$ cat src/rtl/pll_phase_pkg.sv
// Shared types and constants for the PLL dynamic phase-shift controller.
// Holds the FSM state encoding, request-select bit positions and position width.
package pll_phase_pkg;

    localparam int POS_W    = 8;
    localparam int SEL_W    = 3;
    localparam int SEL_OUT0 = 0;
    localparam int SEL_OUT2 = 1;
    localparam int SEL_OUT3 = 2;

    typedef logic [POS_W-1:0] pos_t;

    typedef enum logic [2:0] {
        ST_IDLE  = 3'd0,
        ST_SETUP = 3'd1,
        ST_PULSE = 3'd2,
        ST_GAP   = 3'd3,
        ST_LOAD  = 3'd4,
        ST_DONE  = 3'd5
    } state_e;

    // Position arithmetic wraps modulo 256 in both directions.
    function automatic pos_t step_pos(input pos_t pos, input logic advance);
        return advance ? pos + pos_t'(1) : pos - pos_t'(1);
    endfunction

    // States in which the PLL interface is being driven and lock loss aborts.
    function automatic logic is_active(input state_e s);
        return (s == ST_SETUP) || (s == ST_PULSE) || (s == ST_GAP) || (s == ST_LOAD);
    endfunction

endpackage

$ cat src/rtl/pll_lock_sync.sv
// Two-flop synchronizer bringing the asynchronous PLL lock indication into the
// controller clock domain; clears to "unlocked" on reset.
module pll_lock_sync (
    input  logic clk_i,
    input  logic rst_i,
    input  logic async_i,
    output logic sync_o
);

    logic meta_q;
    logic sync_q;

    always_ff @(posedge clk_i or posedge rst_i) begin
        if (rst_i) begin
            meta_q <= 1'b0;
            sync_q <= 1'b0;
        end else begin
            meta_q <= async_i;
            sync_q <= meta_q;
        end
    end

    assign sync_o = sync_q;

endmodule

$ cat src/rtl/pll_phase_ctrl.sv
// Sequences PLL dynamic phase-shift requests: select/direction setup, a train of
// rotate pulses, a phase-load strobe, and per-output position tracking.
module pll_phase_ctrl
    import pll_phase_pkg::*;
#(
    parameter int SETUP_CYC = 2,
    parameter int PULSE_W   = 2,
    parameter int GAP_W     = 2,
    parameter int LOAD_W    = 2
) (
    input  logic             CLK,
    input  logic             RESET,
    input  logic             PLL_LOCK,
    input  logic             REQ_VALID,
    output logic             REQ_READY,
    input  logic [SEL_W-1:0] REQ_SEL,
    input  logic             REQ_DIR,
    input  logic [7:0]       REQ_STEPS,
    output logic             PHASE_OUT0_SEL,
    output logic             PHASE_OUT2_SEL,
    output logic             PHASE_OUT3_SEL,
    output logic             PHASE_DIRECTION,
    output logic             PHASE_ROTATE,
    output logic             LOAD_PHASE_N,
    output logic             DONE,
    output logic             ABORT,
    output logic [POS_W-1:0] POS0,
    output logic [POS_W-1:0] POS2,
    output logic [POS_W-1:0] POS3
);

    localparam int CNT_W = 8;
    typedef logic [CNT_W-1:0] cnt_t;

    localparam cnt_t SETUP_LAST = cnt_t'(SETUP_CYC - 1);
    localparam cnt_t PULSE_LAST = cnt_t'(PULSE_W - 1);
    localparam cnt_t GAP_LAST   = cnt_t'(GAP_W - 1);
    localparam cnt_t LOAD_LAST  = cnt_t'(LOAD_W - 1);

    state_e           state_q, state_d;
    cnt_t             cnt_q, cnt_d;
    pos_t             rem_q, rem_d;
    logic [SEL_W-1:0] sel_q, sel_d;
    logic             dir_q, dir_d;
    pos_t             pos0_q, pos0_d;
    pos_t             pos2_q, pos2_d;
    pos_t             pos3_q, pos3_d;

    logic [SEL_W-1:0] out_sel_q, out_sel_d;
    logic             phase_dir_q, phase_dir_d;
    logic             rotate_q, rotate_d;
    logic             load_n_q, load_n_d;
    logic             done_q, done_d;
    logic             abort_q, abort_d;

    logic             lock_s;
    logic             ready;
    logic             lock_lost;
    logic             active_next;

    pll_lock_sync u_lock_sync (
        .clk_i   (CLK),
        .rst_i   (RESET),
        .async_i (PLL_LOCK),
        .sync_o  (lock_s)
    );

    assign ready     = (state_q == ST_IDLE) && lock_s;
    assign lock_lost = !lock_s && is_active(state_q);

    always_comb begin
        state_d = state_q;
        cnt_d   = cnt_q;
        rem_d   = rem_q;
        sel_d   = sel_q;
        dir_d   = dir_q;
        pos0_d  = pos0_q;
        pos2_d  = pos2_q;
        pos3_d  = pos3_q;
        abort_d = 1'b0;

        case (state_q)
            ST_IDLE: begin
                if (REQ_VALID && ready) begin
                    sel_d = REQ_SEL;
                    dir_d = REQ_DIR;
                    rem_d = REQ_STEPS;
                    cnt_d = '0;
                    // Empty requests complete immediately without touching the PLL.
                    if ((REQ_STEPS != 8'd0) && (REQ_SEL != '0)) begin
                        state_d = ST_SETUP;
                    end else begin
                        state_d = ST_DONE;
                    end
                end
            end
            ST_SETUP: begin
                if (cnt_q == SETUP_LAST) begin
                    cnt_d   = '0;
                    state_d = ST_PULSE;
                end else begin
                    cnt_d = cnt_q + cnt_t'(1);
                end
            end
            ST_PULSE: begin
                if (cnt_q == PULSE_LAST) begin
                    cnt_d = '0;
                    rem_d = rem_q - pos_t'(1);
                    if (sel_q[SEL_OUT0]) pos0_d = step_pos(pos0_q, dir_q);
                    if (sel_q[SEL_OUT2]) pos2_d = step_pos(pos2_q, dir_q);
                    if (sel_q[SEL_OUT3]) pos3_d = step_pos(pos3_q, dir_q);
                    state_d = (rem_q != pos_t'(1)) ? ST_GAP : ST_LOAD;
                end else begin
                    cnt_d = cnt_q + cnt_t'(1);
                end
            end
            ST_GAP: begin
                if (cnt_q == GAP_LAST) begin
                    cnt_d   = '0;
                    state_d = ST_PULSE;
                end else begin
                    cnt_d = cnt_q + cnt_t'(1);
                end
            end
            ST_LOAD: begin
                if (cnt_q == LOAD_LAST) begin
                    cnt_d   = '0;
                    state_d = ST_DONE;
                end else begin
                    cnt_d = cnt_q + cnt_t'(1);
                end
            end
            ST_DONE: begin
                state_d = ST_IDLE;
            end
            default: begin
                state_d = ST_IDLE;
                cnt_d   = '0;
            end
        endcase

        // Lock loss wins over a pulse completing in the same cycle: that pulse is
        // not counted, since the PLL may not have honoured it.
        if (lock_lost) begin
            state_d = ST_IDLE;
            cnt_d   = '0;
            rem_d   = '0;
            pos0_d  = pos0_q;
            pos2_d  = pos2_q;
            pos3_d  = pos3_q;
            abort_d = 1'b1;
        end
    end

    // PLL-facing strobes are decoded from the next state and registered so they
    // change only on clock edges and line up exactly with the state they belong to.
    always_comb begin
        active_next = is_active(state_d);
        out_sel_d   = active_next ? sel_d : '0;
        phase_dir_d = active_next && dir_d;
        rotate_d    = (state_d == ST_PULSE);
        load_n_d    = (state_d != ST_LOAD);
        done_d      = (state_d == ST_DONE);
    end

    always_ff @(posedge CLK or posedge RESET) begin
        if (RESET) begin
            state_q     <= ST_IDLE;
            cnt_q       <= '0;
            rem_q       <= '0;
            sel_q       <= '0;
            dir_q       <= 1'b0;
            pos0_q      <= '0;
            pos2_q      <= '0;
            pos3_q      <= '0;
            out_sel_q   <= '0;
            phase_dir_q <= 1'b0;
            rotate_q    <= 1'b0;
            load_n_q    <= 1'b1;
            done_q      <= 1'b0;
            abort_q     <= 1'b0;
        end else begin
            state_q     <= state_d;
            cnt_q       <= cnt_d;
            rem_q       <= rem_d;
            sel_q       <= sel_d;
            dir_q       <= dir_d;
            pos0_q      <= pos0_d;
            pos2_q      <= pos2_d;
            pos3_q      <= pos3_d;
            out_sel_q   <= out_sel_d;
            phase_dir_q <= phase_dir_d;
            rotate_q    <= rotate_d;
            load_n_q    <= load_n_d;
            done_q      <= done_d;
            abort_q     <= abort_d;
        end
    end

    assign REQ_READY       = ready;
    assign PHASE_OUT0_SEL  = out_sel_q[SEL_OUT0];
    assign PHASE_OUT2_SEL  = out_sel_q[SEL_OUT2];
    assign PHASE_OUT3_SEL  = out_sel_q[SEL_OUT3];
    assign PHASE_DIRECTION = phase_dir_q;
    assign PHASE_ROTATE    = rotate_q;
    assign LOAD_PHASE_N    = load_n_q;
    assign DONE            = done_q;
    assign ABORT           = abort_q;
    assign POS0            = pos0_q;
    assign POS2            = pos2_q;
    assign POS3            = pos3_q;

endmodule
$ cat config.mk
export PLATFORM = sky130hd
export DESIGN_NAME = pll_phase_ctrl
export DESIGN_NICKNAME = d
export VERILOG_FILES = /design/src/rtl/pll_phase_pkg.sv /design/src/rtl/pll_lock_sync.sv /design/src/rtl/pll_phase_ctrl.sv
export SDC_FILE = /design/constraint.sdc
export NUM_CORES = 1
export LEC_CHECK = 0
export BUFFER_PORTS_ARGS = -buffer_cell sky130_fd_sc_hd__buf_2
export CAP_MARGIN = 25
export CELL_PAD_IN_SITES_DETAIL_PLACEMENT = 2
export CELL_PAD_IN_SITES_GLOBAL_PLACEMENT = 2
export CORE_MARGIN = 2
export CORE_UTILIZATION = 25
export CTS_BUF_LIST = sky130_fd_sc_hd__clkbuf_16
export CTS_CLUSTER_SIZE = 20
export DETAILED_ROUTE_END_ITERATION = 7
export PLACE_DENSITY = 0.68
export REMOVE_ABC_BUFFERS = 1
export SLEW_MARGIN = 20
export SYNTH_ARGS = -nofsm -noshare
export SYNTH_HDL_FRONTEND = slang
export SYNTH_SLANG_ARGS = --single-unit
$ cat constraint.sdc
create_clock -name CLK -period 5.5 [get_ports CLK]
set_input_delay 0.55 -clock CLK [delete_from_list [all_inputs] [get_ports CLK]]
set_output_delay 0.55 -clock CLK [all_outputs]
set_load 0.01 [all_outputs]
Yosys cells after proc, flatten, opt, wreduce, memory -nomap -nowiden
Index checks and enable logic that the tools add are counted.
- bits in registers: 57
- input port bits: 16
- word-level logic and storage cells: 89
- add/subtract/negate cells: 8
- equal/unequal tests: 16
- multiplexer cells: 25
- bitwise operators: 1
- reduce and logical (&&, ||, !) cells: 23
- operators with widths (kind ; number):
    8-bit 2-to-1 mux ; 9
    8-bit by 1-bit adder with 8-bit output, second input constant ; 4
    8-bit by 1-bit subtractor with 8-bit output, second input constant ; 4
    3-bit 2-to-1 mux ; 10
    8-bit one-hot mux with 3 select lines ; 1
    8-bit one-hot mux with 2 select lines ; 1
    3-bit by 2-bit == test with 1-bit output, second input constant ; 4
    3-bit == test, second input constant ; 4
    3-bit one-hot mux with 4 select lines ; 1
    4-bit AND reduction ; 3
    8-bit by 1-bit == test with 1-bit output, second input constant ; 1
    8-bit by 1-bit != test with 1-bit output, second input constant ; 1
    8-bit nonzero test ; 1
    3-bit by 1-bit == test with 1-bit output, second input constant ; 2
    1-bit logical OR ; 6
    3-bit by 2-bit != test with 1-bit output, second input constant ; 2
    3-bit nonzero test ; 2
    1-bit logical AND ; 5
    4-bit OR reduction ; 1
    3-bit logical NOT ; 1
    1-bit 2-to-1 mux ; 3
    3-bit != test, second input constant ; 1
    3-bit AND reduction ; 1
    2-bit != test, second input constant ; 1
    other kinds (4) ; 4

Logic depth before layout (Yosys ltp)
- depth after elaboration: 11
- gate-level depth with buffers: 8
- mapped depth without buffers: 7

Modules after synthesis
A second synthesis with hierarchy kept.
- cell total of the unflattened synthesis: 360
- area, all modules: 3555.9 µm²
- by module, submodules not included (module ; instances ; cells each ; area an instance (µm²) ; seq. area each (µm²)):
    pll_phase_ctrl ; 1 ; 357 ; 3502.1 ; 1377.6
    pll_lock_sync ; 1 ; 3 ; 53.8 ; 50.0

Least setup slack after synthesis
Ideal clock, no wire load.
- kind: register -> register
- from: register dir_q
- to: register pos0_q[7] (netlist: POS0[7])
- data arrival time: 2.765 ns
- required time: 5.404 ns
- slack: 2.639 ns
- stages on the path, launching flop included: 9
- path buffers: 1
- clock period less this slack: 2.861 ns
- path through: dfrtp_1 -> clkbuf_1 -> inv_1 -> ha_1 -> a211oi_1 -> o21ai_0 -> nor4bb_1 -> or4b_2 -> o31ai_1
- cells in the longest elaborated chain, start to end: 1
- RTL lines (item ; RTL line ; source):
    start, declared ; pll_phase_ctrl.sv:44 ; logic dir_q, dir_d;
    start signal, assigned ; pll_phase_ctrl.sv:187 ; dir_q <= dir_d;
    8-bit 2-to-1 mux ; pll_phase_pkg.sv:24 ; return advance ? pos + pos_t'(1) : pos - pos_t'(1);
    end signal, assigned ; pll_phase_ctrl.sv:188 ; pos0_q <= pos0_d;
    end, declared ; pll_phase_ctrl.sv:45 ; pos_t pos0_q, pos0_d;
Every way passes these cells.
A chain may end at the register's enable or synchronous reset.

Worst setup path after layout
- from: register dir_q
- to: register pos3_q[7] (netlist: POS3[7])
- cells in the longest elaborated chain, start to end: 1
- RTL lines (item ; RTL line ; source):
    8-bit 2-to-1 mux ; pll_phase_pkg.sv:24 ;
    end signal, assigned ; pll_phase_ctrl.sv:190 ; pos3_q <= pos3_d;
    end, declared ; pll_phase_ctrl.sv:47 ; pos_t pos3_q, pos3_d;
Every way passes these cells.

==> results.cfg <==
[status]
status = finished clean

[synth]
synth_compound_area_frac = 0.209
synth_edf_count = 0
synthArstFlopShare = 1.00
synth_area_um2 = 3550
syn-mean-instance-area_um2 = 9.32
synth_top_family_by_area = compound AO/OA/AOI/OAI gates
synthSimpleGateAreaFrac = 0.196
synthMuxAreaShare = 0.0152
synth-adder-area-share = 0.0945
ys_ff_latch = 57
ys_types = 61
syn_inst = 381
synth-xor-area-share = 0.0568
yosysWarnings = 0
yosysSeqAreaShare = 0.402
ys.flop_type = dfrtp_1

[clock_tree]
insertion_delay_ns = 0.34
cts_buffer_depth = 2
numCtsBuffers = 9
clockRootBuffer = clkbuf_16
cts_max_level = 3
cts_tree = done
cts.sinks = 57
path_clk_slew_ns = 0.05
post-cts-setup-buffer-count = 0
ctsResizeCount = 0
cts-hold-fix-buffers = 0

[cells_and_area]
area_growth_pct = 19.6
layout_common_cells = dfrtp_1, buf_2, nand2_1
multi_input_comb_area_um2 = 2030
final_area_um2 = 4240
nFillCells = 1576
fin_nets = 468
final_common_cell = dfrtp_1
antennaDiodeCount = 0
regArea_um2 = 1430
drive_gt1_frac = 0.186

[timing]
rsz0062_at_grt = false
fmax_mhz = 302
fin_hold_ws_ns = 0.322
drv_slew = 0
tns_ns = 0
worstMarginPinSlew_ns = 0.804
finalCritPeriodShare = 0.601
setup-violations-final = 0
min_period_ns = 3.31
slew_headroom = 0.464
clock_skew_ns = 0.00898
hold_viol = 0

[setup_path]
path_class = reg2reg
cp.arrival_ns = 3.54
r2r-start = dir_q$_DFF_PP0_
cp-start-kind = flop
path_max_fanout = 21
r2r_setup_slack_ns = 2.19
critPathRequiredTime_ns = 5.74
worstRegToRegCells = 7
endpoint_kind = flop
timing.rr.end = POS3[7]$_DFFE_PP0P_

[routing]
drt-total-wl_mm = 10.1
routedWlPerCell_um = 16.6
drt_first_iter_violations = 73
ant_nets = 0
dr.pass1.iters = 4
via_per_inst = 5.05
remaining_drc_errors = 0
vias = 3083

[hold_path]
hold_path_startpoint = PLL_LOCK
hold_class = in2reg
holdPathEnd = u_lock_sync.meta_q$_DFF_PP0_
min_path_cells = 1

[grt]
grt_pass1_wl_mm = 17.3
grt_pass1_vias = 3424
antenna_found_initial = 0
grt_max_degree = 58
grt-ovfl-total = 0
track_usage = 0.147

[die]
start_util = 0.256
fp.dieH_um = 123
die_area_um2 = 15200
ios = 49
die_w_um = 123
core_um2 = 13900
num_rows = 43

[place]
placed_cell_area_um2 = 3970
port_buffers = 48
gp_congestion = 0.768
dpl.hpwl_mm = 7.47

[power_and_ir_drop]
powerDensity_nw_per_um2 = 561
leakage_nw = 1.98
ir_drop_mv = 0.137

[job]
cap_violations = 0
-- metal layers --
| metal | share of wire | GRT usage | vias up |
|---|---|---|---|
| li1 | - | - | 1490 |
| met2 | 0.51 | 0.254 | 37 |
| met5 | 0 | 0 | - |
| met3 | 0.032 | 0.0411 | 13 |
| met1 | 0.45 | 0.179 | 1543 |
| met4 | 0.012 | 0.0398 | 0 |
-- cells in the mapped netlist (all sizes together), types with 4 or more instances --
| master | instances | share of area |
|---|---|---|
| nor4bb | 4 | 0.011 |
| nand2 | 46 | 0.049 |
| o31ai | 4 | 0.0085 |
| a211oi | 4 | 0.0085 |
| buf | 4 | 0.0060 |
| a22o | 4 | 0.0099 |
| ha | 22 | 0.078 |
| a221oi | 4 | 0.0099 |
| xor2 | 11 | 0.027 |
| dfrtp | 56 | 0.39 |
| nor2 | 26 | 0.028 |
| inv | 9 | 0.0095 |
| nand3 | 10 | 0.014 |
| clkbuf | 10 | 0.011 |
| a21o | 9 | 0.019 |
| or3 | 7 | 0.014 |
| or4b | 5 | 0.015 |
| nor4 | 4 | 0.0070 |
| a31oi | 4 | 0.0070 |
| nor3 | 13 | 0.020 |
| and3 | 4 | 0.0070 |
| a21oi | 28 | 0.041 |
| o21ai | 39 | 0.055 |
| xnor2 | 12 | 0.030 |
-- critical path, stage by stage (launching register included) --
cell	delay [ns]
dfrtp_1	0.68
inv_1	0.55
ha_1	0.48
a211oi_1	0.31
o21ai_0	0.23
nor4bb_1	0.19
or4b_2	0.69
o31ai_1	0.08
-- cell families after synthesis --
| family | count (synthesis) |
|---|---|
| compound gates | 115 |
| fa+ha+maj | 25 |
| flops | 57 |
| mux | 5 |
| simple gates | 133 |
| buf+inv | 23 |
| xor+xnor | 23 |
-- area by class of cell --
type                            instances  area share
Multi-Input combinational cell        301       0.479
Clock buffer                            9      0.0531
Sequential cell                        57       0.336
Inverter                                9     0.00796
Clock inverter                          6      0.0118
Tap cell                              180      0.0531
Timing Repair Buffer                   49      0.0584
-- through the flow --
step	instances	power, mW	util	setup slack, ns
floorplan	367	1.51	-	2.77
finish	611	2.38	0.306	2.19
CTS	611	2.43	0.306	2.16
global route	611	2.61	0.306	1.87
global placement	596	1.81	0.286	2.38
detailed placement	596	1.87	0.286	2.18
-- how the worst max path moves through the flow --
stage / cells past startpoint / slack (ns) / to / from
3_3_place_gp: 7 / 2.38 / POS2[7]$_DFFE_PP0P_ / dir_q$_DFF_PP0_
5_1_grt: 7 / 1.87 / POS3[7]$_DFFE_PP0P_ / dir_q$_DFF_PP0_
4_1_cts: 7 / 2.16 / POS2[7]$_DFFE_PP0P_ / dir_q$_DFF_PP0_
3_5_place_dp: 7 / 2.18 / POS2[7]$_DFFE_PP0P_ / dir_q$_DFF_PP0_
2_1_floorplan: 7 / 2.77 / POS0[7]$_DFFE_PP0P_ / dir_q$_DFF_PP0_
6_report: 7 / 2.19 / POS3[7]$_DFFE_PP0P_ / dir_q$_DFF_PP0_
-- sequential cells by signal, indices dropped and copies added (netlist names) --
signal / cells
cnt_q: 8
PHASE_ROTATE: 1
out_sel_q: 3
LOAD_PHASE_N: 1
state_q: 3
PHASE_DIRECTION: 1
u_lock_sync.meta_q: 1
rem_q: 8
dir_q: 1
DONE: 1
POS0: 8
ABORT: 1
u_lock_sync.sync_o: 1
POS3: 8
sel_q: 3
POS2: 8
-- power breakdown --
group | internal, mW | switching [mW] | leakage, nW
Clock | 0.340 | 0.193 | 0.135
Sequential | 0.549 | 0.154 | 0.764
Combinational | 0.483 | 0.662 | 1.08
Total | 1.37 | 1.01 | 1.98
Power figures use the tool's default switching activity.
